**src/rtl/motor_pkg.sv**
```systemverilog
// motor_pkg: shared types for the H-bridge drive sequencer.
// Sequencer state encoding and bridge direction constants.
package motor_pkg;

  typedef enum logic [2:0] {
    IDLE,
    RUN,
    REVERSE,
    DEAD,
    BRAKE
  } motor_state_t;

  localparam logic DIR_FWD = 1'b1;
  localparam logic DIR_BWD = 1'b0;

  function automatic logic drives_leg(
    input motor_state_t s
  );
    return (s == RUN) || (s == REVERSE);
  endfunction

endpackage

```
**src/rtl/motor_drive_sequencer_pwm_timebase.sv**
```systemverilog
// pwm_timebase: prescale and period counters for one PWM channel.
// Flags the last cycle of each period and pulses period_start after it.
module pwm_timebase #(
  parameter int PRESCALE = 200,
  parameter int DUTY_MAX = 500,
  parameter int DUTY_W   = 10
) (
  input  logic              clk_50MHz,
  input  logic              rst_n,
  output logic [DUTY_W-1:0] period_cnt,
  output logic              boundary,
  output logic              period_start
);

  localparam int PW =
    (PRESCALE > 1) ? $clog2(PRESCALE) : 1;
  localparam logic [PW-1:0] PS_LAST =
    PW'(PRESCALE - 1);
  localparam logic [DUTY_W-1:0] PC_LAST =
    DUTY_W'(DUTY_MAX - 1);

  logic [PW-1:0] ps_cnt;
  logic          ps_wrap;
  logic          pc_last;

  assign ps_wrap  = (ps_cnt == PS_LAST);
  assign pc_last  = (period_cnt == PC_LAST);
  assign boundary = ps_wrap && pc_last;

  always_ff @(posedge clk_50MHz or negedge rst_n) begin
    if (!rst_n) begin
      ps_cnt       <= '0;
      period_cnt   <= '0;
      period_start <= 1'b0;
    end else begin
      period_start <= boundary;
      if (ps_wrap) begin
        ps_cnt <= '0;
        if (pc_last) begin
          period_cnt <= '0;
        end else begin
          period_cnt <= period_cnt + DUTY_W'(1);
        end
      end else begin
        ps_cnt <= ps_cnt + PW'(1);
      end
    end
  end

endmodule

```
**src/rtl/motor_drive_sequencer.sv**
```systemverilog
// motor_drive_sequencer: one H-bridge channel with duty ramping,
// reversal through ramp-down plus coast dead-time, and braking.
module motor_drive_sequencer
  import motor_pkg::*;
#(
  parameter int PRESCALE     = 200,
  parameter int DUTY_MAX     = 500,
  parameter int DUTY_W       = 10,
  parameter int RAMP_STEP    = 25,
  parameter int DEAD_PERIODS = 2
) (
  input  logic              clk_50MHz,
  input  logic              rst_n,
  input  logic              cmd_valid,
  output logic              cmd_ready,
  input  logic              cmd_dir,
  input  logic [DUTY_W-1:0] cmd_duty,
  input  logic              cmd_brake,
  output logic              pwm_f,
  output logic              pwm_b,
  output logic [DUTY_W-1:0] cur_duty,
  output logic              cur_dir,
  output logic              busy,
  output logic              period_start
);

  localparam int DCW =
    (DEAD_PERIODS > 0) ? $clog2(DEAD_PERIODS + 1) : 1;
  localparam logic [DCW-1:0] DEAD_LOAD =
    DCW'(DEAD_PERIODS);
  localparam logic [DUTY_W-1:0] DMAX =
    DUTY_W'(DUTY_MAX);
  localparam logic [DUTY_W-1:0] STEP =
    DUTY_W'(RAMP_STEP);

  motor_state_t      state;
  motor_state_t      state_nxt;
  logic [DUTY_W-1:0] duty_nxt;
  logic              dir_nxt;
  logic [DUTY_W-1:0] target;
  logic [DUTY_W-1:0] target_nxt;
  logic              pend_dir;
  logic              pend_dir_nxt;
  logic [DUTY_W-1:0] pend_duty;
  logic [DUTY_W-1:0] pend_duty_nxt;
  logic [DCW-1:0]    dead_cnt;
  logic [DCW-1:0]    dead_nxt;

  logic [DUTY_W-1:0] period_cnt;
  logic              boundary;
  logic [DUTY_W-1:0] duty_c;
  logic [DUTY_W-1:0] gap;
  logic [DUTY_W-1:0] ramped;
  logic              going_up;
  logic              cmd_fire;
  logic              cmd_move;
  logic              leg_on;
  logic              brake_nxt;

  pwm_timebase #(
    .PRESCALE (PRESCALE),
    .DUTY_MAX (DUTY_MAX),
    .DUTY_W   (DUTY_W)
  ) u_timebase (
    .clk_50MHz    (clk_50MHz),
    .rst_n        (rst_n),
    .period_cnt   (period_cnt),
    .boundary     (boundary),
    .period_start (period_start)
  );

  assign cmd_ready =
    !((state == REVERSE) || (state == DEAD));
  assign busy = (cur_duty != target) ||
                (state == REVERSE) ||
                (state == DEAD);

  assign cmd_fire = cmd_valid && cmd_ready;
  assign cmd_move = !cmd_brake;
  assign duty_c   = (cmd_duty > DMAX) ? DMAX : cmd_duty;

  // One ramp step, clipped to the target so it never overshoots.
  assign going_up = (target > cur_duty);
  assign gap      = going_up ? (target - cur_duty)
                             : (cur_duty - target);
  assign ramped   = (gap <= STEP) ? target :
                    going_up ? (cur_duty + STEP)
                             : (cur_duty - STEP);

  always_comb begin
    state_nxt     = state;
    duty_nxt      = cur_duty;
    dir_nxt       = cur_dir;
    target_nxt    = target;
    pend_dir_nxt  = pend_dir;
    pend_duty_nxt = pend_duty;
    dead_nxt      = dead_cnt;

    unique case (state)
      RUN: begin
        if (boundary) begin
          duty_nxt = ramped;
          if ((ramped == '0) && (target == '0)) begin
            state_nxt = IDLE;
          end
        end
      end
      REVERSE: begin
        if (boundary) begin
          duty_nxt = ramped;
          if (ramped == '0) begin
            state_nxt = DEAD;
            dead_nxt  = DEAD_LOAD;
          end
        end
      end
      DEAD: begin
        if (dead_cnt == '0) begin
          duty_nxt   = '0;
          dir_nxt    = pend_dir;
          target_nxt = pend_duty;
          state_nxt  = (pend_duty == '0) ? IDLE : RUN;
        end else if (boundary) begin
          dead_nxt = dead_cnt - DCW'(1);
        end
      end
      default: ;
    endcase

    // Commands sit on top of the boundary ramp, which used the old target.
    if (cmd_fire) begin
      unique case (1'b1)
        cmd_brake: begin
          state_nxt  = BRAKE;
          duty_nxt   = '0;
          target_nxt = '0;
        end
        (cmd_move && (state == IDLE)): begin
          if (duty_c != '0) begin
            state_nxt  = RUN;
            dir_nxt    = cmd_dir;
            target_nxt = duty_c;
          end
        end
        (cmd_move && (state == RUN)): begin
          if (duty_c == '0) begin
            target_nxt = '0;
          end else if (cmd_dir == cur_dir) begin
            state_nxt  = RUN;
            target_nxt = duty_c;
          end else if (cur_duty != '0) begin
            state_nxt     = REVERSE;
            pend_dir_nxt  = cmd_dir;
            pend_duty_nxt = duty_c;
            target_nxt    = '0;
          end else begin
            state_nxt  = RUN;
            dir_nxt    = cmd_dir;
            duty_nxt   = '0;
            target_nxt = duty_c;
          end
        end
        (cmd_move && (state == BRAKE)): begin
          state_nxt     = DEAD;
          pend_dir_nxt  = cmd_dir;
          pend_duty_nxt = duty_c;
          dead_nxt      = DEAD_LOAD;
        end
        default: ;
      endcase
    end
  end

  // Gating on the next state lets brake entry and exit hit the pins
  // on the same edge as the state change.
  assign brake_nxt = (state_nxt == BRAKE);
  assign leg_on    = drives_leg(state_nxt) &&
                     (period_cnt < cur_duty);

  always_ff @(posedge clk_50MHz or negedge rst_n) begin
    if (!rst_n) begin
      state     <= IDLE;
      cur_duty  <= '0;
      cur_dir   <= DIR_FWD;
      target    <= '0;
      pend_dir  <= 1'b0;
      pend_duty <= '0;
      dead_cnt  <= '0;
      pwm_f     <= 1'b0;
      pwm_b     <= 1'b0;
    end else begin
      state     <= state_nxt;
      cur_duty  <= duty_nxt;
      cur_dir   <= dir_nxt;
      target    <= target_nxt;
      pend_dir  <= pend_dir_nxt;
      pend_duty <= pend_duty_nxt;
      dead_cnt  <= dead_nxt;
      pwm_f     <= brake_nxt ||
                   (leg_on && (cur_dir == DIR_FWD));
      pwm_b     <= brake_nxt ||
                   (leg_on && (cur_dir == DIR_BWD));
    end
  end

endmodule

```
**config.mk**
```make
export PLATFORM = sky130hd
export DESIGN_NAME = motor_drive_sequencer
export DESIGN_NICKNAME = d
export VERILOG_FILES = /design/src/rtl/motor_pkg.sv /design/src/rtl/motor_drive_sequencer_pwm_timebase.sv /design/src/rtl/motor_drive_sequencer.sv
export SDC_FILE = /design/constraint.sdc
export NUM_CORES = 1
export LEC_CHECK = 0
export CORE_AREA = 4 4 108 110
export CTS_CLUSTER_DIAMETER = 80
export CTS_CLUSTER_SIZE = 25
export DETAILED_ROUTE_END_ITERATION = 8
export DIE_AREA = 0 0 112 114
export PLACE_DENSITY = 0.66
export SYNTH_ARGS = -nofsm -noshare
export SYNTH_HDL_FRONTEND = slang
export SYNTH_SLANG_ARGS = --single-unit
```
**constraint.sdc**
```tcl
create_clock -name clk_50MHz -period 4.1 [get_ports clk_50MHz]
set_input_delay 0.82 -clock clk_50MHz [delete_from_list [all_inputs] [get_ports clk_50MHz]]
set_output_delay 0.82 -clock clk_50MHz [all_outputs]
set_load 0.01 [all_outputs]
```
==> impl_metrics.ini <==
[min_path]
worstHoldEndpoint = u_timebase.ps_cnt[0]
holdCritStartpoint = u_timebase.ps_cnt[0]
hold_path.class = reg2reg
holdPathStages = 1

[pwr]
powerDensity_mw_per_mm2 = 689
peakVddDrop_v = 0.000347
power.leakage_nw = 2.75

[cts]
clock-sinks = 58
tritoncts = built
clk_path_buf_depth = 2
clockRootBuffer = clkbuf_8
path_clk_slew_ns = 0.07
cts_buffers = 9
htreeDepth = 3
hold_buffers = 0
clock_latency_ns = 0.35

[grt]
antenna_found_initial = 0
grt_overflow = 0
grtUsageTotal_pct = 21.7
grt_max_degree = 32
grt_pass1_wl_mm = 22.2
grt_pass1_vias = 4481

[setup_path]
r2r-start = target[0]
cpPeakStageDelay_ns = 0.38
cp_common_cell = fa_2
cp-end-kind = flip-flop
crit_fanout = 4
r2r_cells = 19
cp.required_ns = 4.37
critPathSlowestCell = dfrtp_1
cp_cell_sequence = inv_1, ha_2, fa_2, and2b_4, o21ai_4, a31oi_4, o31ai_4, inv_2, fa_2, nand2b_4, a21oi_4, xor2_2, nor4_2, o2111ai_2, nor4_4, mux2i_1, mux2i_4, and2_4, o211ai_1
regToRegEndpoint = pwm_b
arrival_ns = 4.47
start_kind = flip-flop
path_class = reg2reg
r2r_setup_slack_ns = -0.10

[floorplan]
start_util_pct = 45.1
die_x_um = 112
dieArea_mm2 = 0.0128
die_h_um = 114
ioPinCount = 31
fp-row-count = 38
coreArea_mm2 = 0.0107

[route]
drtIter0Drc = 288
viasPerCell = 5.77
postRouteAntennaNets = 0
num_vias = 4462
dr.pass1.iters = 5
drc_errors = 0
routed_wl_mm = 13.5
wl_per_cell_um = 17.5

[synth]
synth.cell_area_mm2 = 0.00483
ys_top_cells_by_count = 60 x nor2_1, 57 x dfrtp_1, 42 x nand2_1, 40 x o21ai_0, 39 x ha_1
synth.net_count = 614
async_reset_ff_share_pct = 100
ys_ff_latch = 58
synth_edf_count = 0
yosysTopAreaCellShare_pct = 29.5
netlist_instances = 557
synth.avg_cell_area_um2 = 8.67
ys.flop_type = dfrtp_1
ys_types = 75
ys_warn_count = 0
ys_seq_area_share_pct = 30.1
synthTopCellsByArea = dfrtp_1 30%, ha_1 10%, mux2i_1 5.6%
synth_most_common_cell = nor2_1
yosysTopAreaCell = dfrtp_1

[timing]
post-route-min-period_ns = 4.20
finalClockSkew_ns = 0.00845
max_freq_mhz = 238
setup_violations = 2
fin_crit_sh_pct = 102
worstMarginPinSlew_ns = 0.692
final_max_slew_viol_count = 0
slew_headroom_pct = 53.9
whs_ns = 0.471
finalSetupTns_ns = -0.200
layout_setup_ws_ns = -0.101
final-hold-violation-count = 0
rsz0062_at_grt = true

[cells_and_area]
syn_to_final_growth_pct = 22.5
antennaDiodeCount = 0
nets = 685
drive_above_1_share_pct = 16.7
finalInstanceArea_mm2 = 0.00591

[placement]
finalWeightedCongestion = 0.926
portBuffers = 30
dp_hpwl_mm = 10.4
dpl_cell_area_mm2 = 0.00551

[run_status]
violations = negative setup slack
status = finished with violations

[flow_run]
maxCapViolations = 0
==> cells in the final DEF (no fill, tap or decap), drive strengths merged, types with 4 or more instances in the layout <==
cell type,instances
nor2b,5
a32oi,4
clkdlybuf4s50,29
nor4,15
nor4b,5
inv,39
o31ai,9
nand3,17
o21a,4
ha,39
clkbuf,10
a21o,13
o211ai,6
mux2i,28
a211oi,7
xnor2,11
nor2,60
a31oi,6
o21ai,44
a2bb2oi,7
xor2,16
clkinv,5
nand2,42
a21oi,21
and2,5
buf,48
and3,6
nand4,11
nand2b,5
o22ai,6
dfrtp,57
nor3,13
==> area by class of cell <==
type                       instances  area [um^2]
tap                              140          175
timing repair buffer              77          648
clock inverter                     6         80.1
sequential                        58         1450
inverter                          40          150
fill                             995         4780
multi-input combinational        442         3270
clock buffer                      10          138
==> routing by layer <==
metal | track usage (%) | vias up | share of wire, %
li1 | - | 2172 | -
met2 | 34.9 | 148 | 46
met4 | 8.89 | 0 | 3.1
met3 | 3.45 | 30 | 5.7
met1 | 29.2 | 2112 | 45
met5 | 0 | - | 0
==> worst max-delay path by stage <==
stage	slack, ns	cells past startpoint	endpoint	start
finish	-0.10	19	pwm_b	target[0]
global route	-0.26	19	pwm_f	target[0]
CTS	0.003	19	pwm_b	target[0]
detailed placement	-0.08	19	pwm_b	target[0]
global placement	0.04	17	pwm_b	cur_duty[0]
floorplan	0.04	18	pwm_b	cur_duty[2]
==> cell families after synthesis <==
group	count (synthesis)	share of synthesized area (%)
flops	58	30.1
buf+inv	57	4.85
compound gates	144	20.7
simple gates	199	21.6
xor+xnor	27	4.90
fa+ha+maj	42	11.4
mux	30	6.53
==> repair_timing <==
item                       CTS  global route
pin swaps                    9             1
setup endpoints to repair    2             5
gates resized for setup     15             9
setup buffers                4             4
==> per-stage QoR <==
| step | cells | total power, mW | setup slack (ns) | utilization [%] |
|---|---|---|---|---|
| 5_1_grt | 773 | 4.38 | -0.259 | 55.3 |
| 2_1_floorplan | 557 | 2.50 | 0.0420 | - |
| 3_3_place_gp | 749 | 3.13 | 0.0354 | 51.5 |
| 3_5_place_dp | 749 | 3.16 | -0.0809 | 51.5 |
| 6_report | 773 | 4.08 | -0.101 | 55.3 |
| 4_1_cts | 769 | 3.90 | 0.00297 | 54.5 |
==> where the power goes <==
| part | internal [mW] | switching (mW) | leakage (nW) |
|---|---|---|---|
| Sequential | 0.680 | 0.136 | 0.761 |
| Combinational | 1.23 | 1.45 | 1.88 |
| Clock | 0.354 | 0.229 | 0.116 |
| Total | 2.26 | 1.81 | 2.75 |
==> sequential cells by signal, indices dropped and copies added (netlist names) <==
signal                   flops
u_timebase.period_start      1
pwm_f                        1
target                      10
cur_dir                      1
pend_duty                   10
u_timebase.ps_cnt            8
dead_cnt                     2
state                        3
pend_dir                     1
pwm_b                        1
cur_duty                    10
u_timebase.period_cnt       10
==> critical path: cells and delay by family (launching register included) <==
family | cells | cell delay [ns]
AOI/OAI and AO/OA | 6 | 1.15
xor gates and xnor gates | 1 | 0.13
adders and majority gates | 3 | 0.74
buffers and inverters | 2 | 0.19
DFF | 1 | 0.38
muxes | 2 | 0.43
and+or+nand+nor | 5 | 1.12
No activity file was read; power rests on OpenSTA's default activity.
